### src/rtl/popcount23_neuron_acc.sv
// popcount23_neuron_acc: accumulates pc_pos-pc_neg over CHUNKS beats and thresholds the sum (optional NEURON_SAT_EN saturates each addition)
module popcount23_neuron_acc #(
    parameter int                      CHUNKS = 4,
    parameter int                      ACC_W  = 8,
    parameter logic signed [ACC_W-1:0] THRESH = '0
) (
    input  logic                    clk_i,
    input  logic                    rst_ni,
    input  logic                    in_valid_i,
    output logic                    in_ready_o,
    input  logic [4:0]              pc_pos_i,
    input  logic [4:0]              pc_neg_i,
    output logic                    out_valid_o,
    input  logic                    out_ready_i,
    output logic                    out_act_o,
    output logic signed [ACC_W-1:0] out_sum_o
);
    localparam int CW = (CHUNKS > 1) ? $clog2(CHUNKS) : 1;
    typedef enum logic {ACC, HOLD} state_t;
    state_t                  state_q;
    logic signed [ACC_W-1:0] acc_q, sum_d, out_sum_q;
    logic [CW-1:0]           cnt_q;
    logic                    out_act_q;
    logic signed [5:0]       diff;
`ifdef NEURON_SAT_EN
    logic signed [ACC_W:0]   wide;
`endif
    // Signed per-beat difference and the next running sum (wrapping or saturating)
    always_comb begin
        diff = $signed({1'b0, pc_pos_i}) - $signed({1'b0, pc_neg_i});
`ifdef NEURON_SAT_EN
        wide  = (ACC_W+1)'(acc_q) + (ACC_W+1)'(diff);
        sum_d = (wide[ACC_W] != wide[ACC_W-1]) ? {wide[ACC_W], {(ACC_W-1){~wide[ACC_W]}}} : wide[ACC_W-1:0];
`else
        sum_d = acc_q + ACC_W'(diff);
`endif
    end
    // Beat accumulation in ACC, result capture on the last beat, release from HOLD on out_ready
    always_ff @(posedge clk_i) begin
        if (!rst_ni) begin
            state_q   <= ACC;
            acc_q     <= '0;
            cnt_q     <= '0;
            out_sum_q <= '0;
            out_act_q <= 1'b0;
        end else if (state_q == HOLD) begin
            if (out_ready_i) state_q <= ACC;
        end else if (in_valid_i) begin
            if (cnt_q == CW'(CHUNKS - 1)) begin
                out_sum_q <= sum_d;
                out_act_q <= (sum_d >= THRESH);
                acc_q     <= '0;
                cnt_q     <= '0;
                state_q   <= HOLD;
            end else begin
                acc_q <= sum_d;
                cnt_q <= cnt_q + CW'(1);
            end
        end
    end
    assign in_ready_o  = (state_q == ACC);
    assign out_valid_o = (state_q == HOLD);
    assign out_sum_o   = out_sum_q;
    assign out_act_o   = out_act_q;
endmodule
### config.mk
export PLATFORM = sky130hd
export DESIGN_NAME = popcount23_neuron_acc
export DESIGN_NICKNAME = d
export VERILOG_FILES = /design/src/rtl/popcount23_neuron_acc.sv
export SDC_FILE = /design/constraint.sdc
export NUM_CORES = 1
export LEC_CHECK = 0
export ABC_AREA = 1
export BUFFER_PORTS_ARGS = -buffer_cell sky130_fd_sc_hd__buf_4
export CAP_MARGIN = 0
export CORE_UTILIZATION = 54
export DETAILED_ROUTE_END_ITERATION = 7
export PLACE_DENSITY = 0.81
export SETUP_SLACK_MARGIN = 0.5
export SYNTH_ARGS = -nofsm -noshare
export SYNTH_HDL_FRONTEND = slang
export SYNTH_SLANG_ARGS = --single-unit
### constraint.sdc
create_clock -name clk_i -period 2.7 [get_ports clk_i]
set_input_delay 0.27 -clock clk_i [delete_from_list [all_inputs] [get_ports clk_i]]
set_output_delay 0.27 -clock clk_i [all_outputs]
set_load 0.005 [all_outputs]
==> impl.org, run 1 <==
** Status
- Result of the run :: complete, no violations

** Timing
- The worst path needs 2.12 ns of the cycle, external delays included.
- Sum Neg Setup Slack :: 0 ns
- The number of endpoints with negative hold slack in the final report is 0.
- Setup violations remaining at the end of the flow were counted as 0.
- Unrepaired setup endpoints after global routing :: yes
- Worst slack on hold paths :: 0.221 ns
- Timing would allow up to 0.472 GHz.
- Across all setup checks in the final design, the least slack found is 0.583 ns.
- Final setup skew :: 0.00179 ns
- The worst path uses 78.4% of the clock period.
- Slew margin rel. :: 62.7%
- For the pin with the worst max-slew slack, the measured transition is 0.558 ns.
- Pins Over Slew Limit :: 0

** Synthesis
- Summing the areas of all fa, ha and maj instances in the mapped netlist gives 15.3% of the synthesized area.
- Yosys mapped a number of flops with a built-in enable equal to 0.
- The most used flip-flop cell after synthesis is dfxtp_1.
- Number of warnings issued by yosys :: 0
- The synthesized design contains 20 register bits.
- The cell count after synthesis came out at 183.
- Compound-gate portion of the synthesized area :: 11.8%
- In the synthesized netlist, mux cells make up 0% of the area.
- A synthesized cell averages 7.24 um^2.
- In the synthesized netlist the async set-or-reset flop fraction comes to 0%.
- The share of the Yosys chip area taken by registers is 30.2%.
- Total standard cell area after synthesis :: 1330 um^2
- The number of nets in the synthesized netlist is 212.
- Number of unique standard cell types used by synthesis :: 27
- After Yosys synthesis, XOR and XNOR cells account for 4.63% of the synthesized area.
- Synth Area in Simple Gates :: 28.6%
- Combinational family with the most area after synthesis :: simple AND/OR/NAND/NOR gates

** Global routing
- Antenna violations before repair :: 0
- Wire length of the first global-routing pass :: 4870 um
- After global routing the overflow that remains totals 0.
- Entering global routing, the biggest net connects 17 pins.
- Number of global-route vias before repair :: 1192
- Global routing used 24.6% of the available tracks.

** Detailed routing
- Number of design rule violations left after detail routing :: 0
- The first detailed-routing pass ran for 4 iterations.
- Via count :: 1251
- The count of nets left with antenna violations once routing finished came out at 0.
- Dividing the detail-routed via count by the number of cells gives 5.26.
- The final layout contains routed wiring with a total length of 3060 um.
- Routed length per instance :: 12.8 um
- 1st-iter DRT viols :: 19

** Floorplanning
- Vertical die dimension :: 51.5 um
- Placeable core area :: 2250 um^2
- 25 I/O pins were placed.
- After floorplanning, the core was divided into 17 placement rows.
- The die is 51.5 um wide.
- The die covers 2660 um^2.
- The initial utilization of the core area, before any placement, comes to 58.8%.

** Critical path
- The worst setup path is launched from an input port.
- For the worst flop-to-flop path, the logic depth is 11.
- Type of the worst setup path :: in -> reg
- Data on the critical path is required at its endpoint by 2.93 ns.
- Crit path max fanout :: 4
- Crit path max-delay cell type :: fa_2
- Cell-by-cell trace of the critical path :: buf_4, inv_1, ha_2, inv_2, fa_2, nand3_2, nand2_2, xor2_2, ha_4, nand2_2, nor2_1, nand3_1, nor2b_4, nand3_2, nand3_2, nand2_1, inv_1
- For the worst setup path, the data arrival time is 2.35 ns.
- Stage delay of the slowest cell on the critical path :: 0.40 ns
- Library cell appearing most often on the critical path :: nand3_2
- STA classifies the critical path endpoint as a register.

** Placed design
- OpenSTA, run right after detailed placement, puts the worst setup slack at 0.240 ns.
- Detailed placement finished with a half-perimeter wire length of 2190 um.
- Count of buffers from port buffering :: 24
- The congestion estimate from routability-driven global placement came to 0.794.

** Clock network
- After clock tree synthesis, the clock-pin slew on the worst setup and hold paths is 0.12 ns.
- Clock latency on the worst-skew pair, taken at its later pin, is 0.31 ns.
- Clock tree synthesis inserted a total of 3 buffers.
- Hold bufs inserted after CTS :: 0
- The clock passes through at most 2 buffers.
- Clock sinks :: 20
- TritonCTS clock tree :: done
- Clock tree synthesis selected as its root buffer the cell clkbuf_4.
- In this run the number of H-tree levels came out at 1.

** Power and ir drop
- IR analysis of the VDD net gives a maximum drop of 0.000408 V.
- In this run the static leakage power is 0.000853 uW.
- Power density cells :: 623 nW/um^2

** Finish
- Layout cell share with drive strength beyond 1 :: 30.5%
- Commonest non-fill, non-tap cell in the layout :: nand2_1
- The number of antenna diodes in the final layout is 0.
- Leading cell types in the layout, fill and taps excluded :: nand2_1, buf_4, inv_1
- Compared with the post-synthesis result, the final layout area differs by 27.7%.
- The layout has 174 filler cells.
- At the end of the flow the core is filled with cells to 75.0%.
- The final layout contains 240 nets.

** Min path
- Min-Delay Path Class :: in -> reg
- Number of cells on the worst hold path :: 3

** Flow run
- Max-cap violations in this run came to 0.
[sequential cells by signal, summed over array words and instances (netlist names)]
name,flops
acc_q,8
out_sum_o,8
cnt_q,2
out_act_o,1
out_valid_o,1
[through the flow]
| step | cells | power (uW) | cell area (um^2) |
|---|---|---|---|
| 6_report | 238 | 1050 | 1690 |
| 5_1_grt | 238 | 1120 | 1690 |
| 4_1_cts | 236 | 965 | 1580 |
| 3_5_place_dp | 232 | 716 | 1520 |
| 3_3_place_gp | 232 | 698 | 1520 |
| 2_1_floorplan | 183 | 633 | 1330 |
[critical path: cells and delay by family]
| kind | cells | cell delay [ns] |
|---|---|---|
| AND/OR/NAND/NOR | 9 | 0.80 |
| buffers and inverters | 4 | 0.23 |
| XOR/XNOR | 1 | 0.17 |
| adder cells (fa/ha/maj) | 3 | 0.86 |
[logic make-up (layout without fill, tap and decap cells)]
family / count (synthesis) / in the layout
simple gates: 84 / 84
compound gates: 26 / 26
xor+xnor: 7 / 7
fa+ha+maj: 15 / 15
buf+inv: 31 / 58
flops: 20 / 20
[repair_timing]
| action | 4_1_cts | 5_1_grt |
|---|---|---|
| resized for setup | 0 | 17 |
| buffers inserted | 0 | 2 |
| setup endpoints to repair | 0 | 8 |
| endpoints found under the hold margin | 0 | 0 |
[power by group]
group          switching (uW)  total [uW]  internal (uW)
clock                    99.0         249            150
combinational             251         456            206
sequential               23.4         348            325
[worst paths after layout]
check | startpoint | endpoint | slack [ns]
max | pc_pos_i[0] | out_sum_o[7] | 0.58
min | rst_ni | cnt_q[1] | 0.22
max reg2reg | acc_q[0] | out_sum_o[6] | 0.97
min reg2reg | acc_q[0] | acc_q[0] | 0.48
[cells in the mapped netlist (2+ instances only)]
cell type / instances / area, um^2
a21oi_2: 3 / 26.3
dfxtp_1: 20 / 400
a21oi_1: 12 / 60.1
ha_1: 13 / 163
nand4_1: 2 / 12.5
fa_1: 2 / 40.0
nand2_2: 2 / 12.5
inv_1: 22 / 82.6
o21ai_1: 5 / 25.0
nor2_1: 21 / 78.8
xnor2_1: 3 / 26.3
nand3_1: 9 / 45.0
o21ai_0: 2 / 10.0
xor2_1: 4 / 35.0
inv_2: 6 / 22.5
nand2_1: 44 / 165
nand3_2: 3 / 30.0
[routing by layer]
metal | up-vias | share of wire [%] | track usage [%] | routed length (um)
met2 | 48 | 50 | 45.7 | 1540
met1 | 567 | 43 | 27.4 | 1300
met4 | 0 | 1.7 | 9.46 | 51
met5 | - | 0 | 0 | 0
met3 | 5 | 5.3 | 4.39 | 161
li1 | 631 | - | - | -
[cell type report]
cell class	instances	area [um^2]	area share [%]
Tap cell	28	35.0	2.07
Clock inverter	1	30.0	1.78
Clock buffer	3	22.5	1.33
Sequential cell	20	400	23.7
Inverter	28	105	6.21
Timing Repair Buffer	26	195	11.5
Multi-Input combinational cell	132	903	53.4
Note: power is estimated with default switching activity, not from simulation.
==> run 2: changes to the inputs <==
Clock period 2.7 ns to 2 ns, I/O delays scaled along.
==> run 2 against run 1 <==
Effect of this change: the flow now finishes with violations (setup timing); cell area rose by 18%; count of clock-buffer cells in the layout rose by 1; global-route usage rose by 6.0 points; sequential power rose by 36%; critical endpoint is now acc_q[7].
==> impl.org, run 2 (synthesis results as in run 1) <==
** Floorplanning
- The core region is 2250 um^2.
- Initial Utilization :: 58.8%
- The die covers 2660 um^2.
- In this run the count of I/O pins placed on the die edge is 25.
- Vertical die dimension :: 51.5 um
- Row generation in the floorplan step produced 17 rows.
- Die outline width :: 51.5 um

** Clock network
- Clock-pin slew on the worst setup and hold paths :: 0.12 ns
- TritonCTS clock tree :: done
- At the later pin of the worst-skew pair, clock insertion delay measures 0.31 ns.
- For this design, the CTS-stage hold fixing added 0 buffers.
- For this design, the sink count on the clock tree is 20.
- Clock tree synthesis inserted a total of 3 buffers.
- CTS built an H-tree with a depth of 1.
- The tree is rooted in a clkbuf_4.
- Max Buffers Root-to-Sink :: 2

** Placed design
- Placer's final routability congestion estimate :: 0.818
- Count of buffers from port buffering :: 24
- Prior to clock tree synthesis, the placed netlist has a worst setup slack of -0.302 ns.
- Area after detailed placement :: 1710 um^2
- Total half-perimeter wirelength after legalization and detailed placement :: 2520 um

** Timing
- For the pin with the worst max-slew slack, the measured transition is 0.325 ns.
- Sum Neg Setup Slack :: -0.210 ns
- Unrepaired setup endpoints after global routing :: yes
- Final setup skew :: 0.00506 ns
- Pins Over Slew Limit :: 0
- Final worst-path cycle share :: 102%
- Final setup vio count :: 7
- Once routing completed, OpenROAD measured the worst setup slack at -0.0467 ns.
- Number of hold violations in the final report :: 0
- Shortest clock period the worst path allows after layout :: 2.05 ns
- Based on the critical path, the design can be clocked at up to 0.489 GHz.
- In this run the tightest slew margin relative to its limit is 78.3%.

** Finish
- Number of antenna diodes :: 0
- Area growth from synthesis to layout :: 51.3%
- Cells with a size suffix above 1 make up 47.4% of the layout.
- Summing all non-filler instances in the final layout gives an area of 2000 um^2.
- Final nets :: 260
- In the layout the commonest cells are buf_4, nand2_1, nor2_1, dfxtp_1, inv_1.
- The library cell used most frequently in the layout, excluding fill and tap cells, is buf_4.
- Combined flip-flop and latch cell area :: 400 um^2
- Number of fillers in the final layout :: 103
- The multi-input combinational cells in the finished layout cover a total of 1050 um^2.
- Measured on the finished design, the core utilization comes to 88.9%.

** Global routing
- Largest net degree at the start of global routing :: 17
- The number of antenna violations at the first check in global routing is 0.
- Wire length of the first global-routing pass :: 5930 um
- All-Layer GR Usage :: 30.6%
- The total overflow left after global routing is 0.
- Number of global-route vias before repair :: 1346

** Detailed routing
- Detailed-route wire length :: 4440 um
- Total iterations of the first detailed-routing run :: 5
- Across all layers, the routed design uses 1438 vias.
- For this run, design rule violations remaining after detail routing come to 0.
- Antenna violation net count after detailed routing :: 0
- Vias per cell :: 5.57
- 1st-iter DRT viols :: 60
- Dividing the detail-routed wire length by the instance count gives 17.2 um.

** Critical path
- Crit path max fanout :: 3
- Category of the worst setup path launch point :: input port
- Arr. time, crit path :: 2.24 ns
- The critical path is of the in -> reg type.
- The worst setup path is captured at a register.
- Data required, critical path :: 2.19 ns

** Power and ir drop
- Per report_power, the sequential group accounts for 28.6% of the total.
- Fraction of power spent switching nets :: 38.9%
- Power density cells :: 827 nW/um^2
- Share of power burned in the clock network :: 14.6%
- Internal power comes to 1010 uW.
- For this design the total switching power over the nets is 645 uW.
- Across the VDD grid, the largest voltage drop is 0.000747 V.
- Per report_power, the combinational group accounts for 56.8% of the total.
- The analysis attributes to cell leakage a power of 0.000979 uW.

** Status
- Result of the run :: complete, but fails checks
- Violated checks :: setup timing

** Min path
- The worst hold path belongs to the class in -> reg.

** Flow run
- Across the run, the number of max-cap violations was 0.
-- run 2: changes by cell type in the layout (fill, tap and decap cells not counted), moves of 4 or more --
cell	before	now
buf_6	0	4
nand2_2	6	11
nand3_2	5	10
buf_4	26	41
nand3_1	7	2
inv_1	22	18
nand2_1	40	35
-- run 2: metrics by stage --
| step | hold WS (ns) | total power, uW | instances |
|---|---|---|---|
| finish | 0.162 | 1660 | 258 |
| global route | 0.161 | 1730 | 258 |
| CTS | 0.173 | 1430 | 254 |
| detailed placement | 0.473 | 1110 | 248 |
| global placement | 0.460 | 1070 | 248 |
| floorplan | 0.336 | 896 | 183 |
-- run 2: cell type report --
cell class / instances / area share [%]
Inverter: 28 / 5.87
Timing Repair Buffer: 46 / 18.4
Tap cell: 28 / 1.75
Clock buffer: 4 / 1.81
Multi-Input combinational cell: 132 / 52.2
Sequential cell: 20 / 20.0
-- run 2: worst paths after layout --
kind                            depth (start not counted)  slack (ns)      endpoint         from
worst max-delay path                                   18       -0.05      acc_q[7]  pc_pos_i[0]
worst min-delay path                                    3        0.16      cnt_q[1]       rst_ni
worst max register to register                         11        0.12  out_sum_o[6]     acc_q[0]
worst min register to register                          2        0.49     out_act_o    out_act_o
-- run 2: timing repair --
item,4_1_cts,5_1_grt
pin swaps,16,14
endpoints found under the hold margin,0,0
resized for setup,16,23
setup buffers,2,4
endpoints found under the setup margin,15,15
-- run 2: metal layers --
layer | wire [um] | GRT usage (%) | vias up
li1 | - | - | 673
met1 | 1630 | 32.5 | 666
met2 | 2360 | 58.7 | 76
met3 | 254 | 5.56 | 23
met4 | 186 | 11.7 | 0
met5 | 0 | 0 | -
-- run 2: critical path: stages --
cell     delay, ns
buf_8         0.11
inv_12        0.04
ha_4          0.12
inv_2         0.04
fa_2          0.35
nand3_2       0.07
nand2_2       0.05
xor2_1        0.14
ha_1          0.35
nand2_1       0.10
nand2_1       0.12
nand2_1       0.08
nand2_2       0.11
inv_2         0.04
nand2_2       0.07
nand3_1       0.10
nand3_2       0.09
a21oi_2       0.05
-- run 2: power by group through the flow --
stage          logic [uW]  clock network (uW)  registers [uW]
6_report              940                 243             474
3_3_place_gp          596                   0             470
3_5_place_dp          634                   0             474
2_1_floorplan         429                   0             467
4_1_cts               722                 242             465
5_1_grt               995                 255             477
==> run 3: changes to the inputs <==
Settings changed: GPL_ROUTABILITY_DRIVEN set to 0.
Clock period 2 ns to 2.2 ns, I/O delays scaled along.
==> run 3 against run 2 <==
Effect of this change: the flow now finishes without violations; non-clock buffer count decreased by 6; via count is 5.1% lower; worst hold slack better by 0.023 ns; first-iteration DRC count decreased by 17%; sequential power decreased by 10%; global-route usage down 2.4 points; combinational power shrank 22%; cell area shrank 6.1%; total power decreased by 11%; count of clock-buffer cells in the layout shrank 1; register-to-register slack improved by 0.28 ns.
==> impl.org, run 3 (synthesis results as in run 1) <==
** Critical path
- STA classifies the critical path endpoint as a register.
- Arr. time, crit path :: 2.26 ns
- Library cell appearing most often on the critical path :: nand2_1
- The signal on the critical path passes through buf_8, inv_12, ha_4, inv_2, fa_2, buf_4, xor2_1, ha_2, nand2_1, o21ai_2, nand3_2, nand2_2, nand2_2, nand2_1, nand2_1, nand2_1, inv_1.
- Data required, critical path :: 2.42 ns
- Type of the worst setup path :: in -> reg
- The largest individual stage delay along the critical path comes from the cell fa_2.
- For this run, the slowest stage of the critical path takes 0.39 ns.
- Crit path max fanout :: 3
- Category of the worst setup path launch point :: input port

** Power and ir drop
- Combinational logic is responsible for 49.7% of the overall power.
- Power density cells :: 784 nW/um^2
- Internal portion of total power :: 934 uW
- Summed over all cells, the static leakage comes to 0.000951 uW.
- Share of power burned in the clock network :: 21.5%
- Worst ir drop on vdd :: 0.000575 V
- For this design the total switching power over the nets is 543 uW.
- Sequential cells account for 28.8% of the total power.
- Net switching is 36.8% of the power.

** Placed design
- Once placement finished, the instance area stood at 1680 um^2.
- OpenSTA, run right after detailed placement, puts the worst setup slack at -0.120 ns.
- Count of buffers from port buffering :: 24
- The wire-length estimate of the detail-placed layout is 2450 um.

** Detailed routing
- Total iterations of the first detailed-routing run :: 5
- Met1 Wirelength :: 1490 um
- In the final routed layout, each cell accounts on average for 14.5 um.
- Wires add up to 3650 um.
- Number of design rule violations left after detail routing :: 0
- Via count :: 1365
- Vias per cell :: 5.42
- Met3 WL post-DR :: 127 um
- Top routing layer in use :: met4
- The routed design uses 1990 um of met2 wire.
- 1st-iter DRT viols :: 50
- Antenna violation net count after detailed routing :: 0

** Clock network
- Clock-pin slew on the worst setup and hold paths :: 0.14 ns
- Buffers inserted during clock tree synthesis total 3.
- The tree is rooted in a clkbuf_4.
- For this design, the CTS-stage hold fixing added 0 buffers.
- Max Buffers Root-to-Sink :: 2
- Max H-tree Level :: 1
- Worst-Skew Late Latency :: 0.33 ns
- Clock sinks :: 20
- TritonCTS clock tree :: done

** Finish
- Final nets :: 254
- Multi-input combinational cell area :: 966 um^2
- Of the cells placed in the final design, the portion with a size suffix greater than 1 is 42.0%.
- Counting the fill cells in the layout gives 142.
- Number of antenna diodes :: 0
- Commonest non-fill, non-tap cell in the layout :: buf_4
- Across the whole layout, storage elements account for 400 um^2.
- The top cell types in the final layout, fill and taps aside, are buf_4, nand2_1, nor2_1, dfxtp_1, inv_1.
- Area growth from synthesis to layout :: 42.1%
- Cells fill 83.5% of the core in the end.
- Post-layout instance area :: 1880 um^2

** Global routing
- The number of global-route vias before repair came to 1334.
- The total overflow left after global routing is 0.
- The first global-routing pass estimated 5560 um of wire.
- Antenna violations before repair :: 0
- All-Layer GR Usage :: 28.2%
- Entering global routing, the biggest net connects 17 pins.

** Flow run
- Max-cap violations :: 0

** Floorplanning
- Once the floorplan was initialized, standard cells occupied 58.8% of the core.
- Die outline width :: 51.5 um
- Cell row count :: 17
- Measured along the y axis, the die boundary spans 51.5 um.
- The floorplan step defined a die boundary enclosing 2660 um^2.
- Placeable core area :: 2250 um^2
- During I/O placement, the number of pins put on the boundary was 25.

** Min path
- Min-Delay Path Class :: in -> reg

** Timing
- Min setup slack post-route :: 0.158 ns
- Unrepaired setup endpoints after global routing :: yes
- Final setup skew :: 0.0216 ns
- Pins Over Slew Limit :: 0
- Number of hold violations in the final report :: 0
- After layout, the minimum clock period comes to 2.04 ns.
- Hold timing on the final database bottoms out at a slack of 0.185 ns.
- Peak clock frequency supported by timing :: 0.490 GHz
- In this run the tightest slew margin relative to its limit is 78.2%.
- For the final routed database, the setup TNS stands at 0 ns.
- Transition time at the pin with the least slew margin :: 0.327 ns
- Final setup vio count :: 0
- Final worst-path cycle share :: 92.8%

** Status
- Result of the run :: complete, no violations
run 3: changes by cell type in the layout (fill, tap and decap cells not counted), sizes merged:
cell | previous run | this run
buf | 46 | 40
bufinv | 0 | 1
clkbuf | 4 | 3
run 3: routing by layer:
| metal | GRT usage (%) | up-vias |
|---|---|---|
| met5 | 0 | - |
| met4 | 7.21 | 0 |
| met3 | 3.51 | 7 |
| met2 | 56.3 | 35 |
| met1 | 30.6 | 658 |
| li1 | - | 665 |
run 3: critical path: cells and delay by family:
kind / cells / cell delay (ns)
adder cells (fa/ha/maj): 3 / 0.84
AO/OA/AOI/OAI: 1 / 0.19
buffers and inverters: 5 / 0.38
AND/OR/NAND/NOR: 7 / 0.50
XOR/XNOR: 1 / 0.14
run 3: final timing paths:
kind / from / end / slack [ns] / depth (start not counted)
worst max-delay path: pc_pos_i[0] / out_sum_o[6] / 0.16 / 17
worst min-delay path: rst_ni / out_sum_o[1] / 0.19 / 3
worst max register to register: acc_q[0] / out_sum_o[6] / 0.40 / 11
worst min register to register: acc_q[0] / acc_q[0] / 0.49 / 2
run 3: timing repair:
| action | in CTS | in global routing |
|---|---|---|
| setup buffers | 3 | 2 |
| pin swaps | 14 | 13 |
| setup endpoints to repair | 11 | 12 |
| resized for setup | 9 | 17 |
run 3: per-stage QoR:
stage          power (uW)  instances
6_report             1480        252
5_1_grt              1560        252
4_1_cts              1370        250
3_5_place_dp          993        243
3_3_place_gp          964        243
2_1_floorplan         814        183
run 3: layout make-up:
cell class / instances / area share (%)
multi-input cells: 132 / 51.3
flip-flops and latches: 20 / 21.3
repair buffers: 40 / 16.5
inverters: 28 / 6.25
well taps: 28 / 1.86
clock inverters: 1 / 1.59
clock buffers: 3 / 1.20
run 3: power by group through the flow:
| stage | Sequential (uW) | Combinational (uW) | Clock (uW) |
|---|---|---|---|
| after floorplan | 424 | 390 | 0 |
| after global placement | 427 | 537 | 0 |
| after detailed placement | 429 | 564 | 0 |
| after CTS | 423 | 636 | 315 |
| after global routing | 428 | 796 | 334 |
| final | 426 | 734 | 318 |
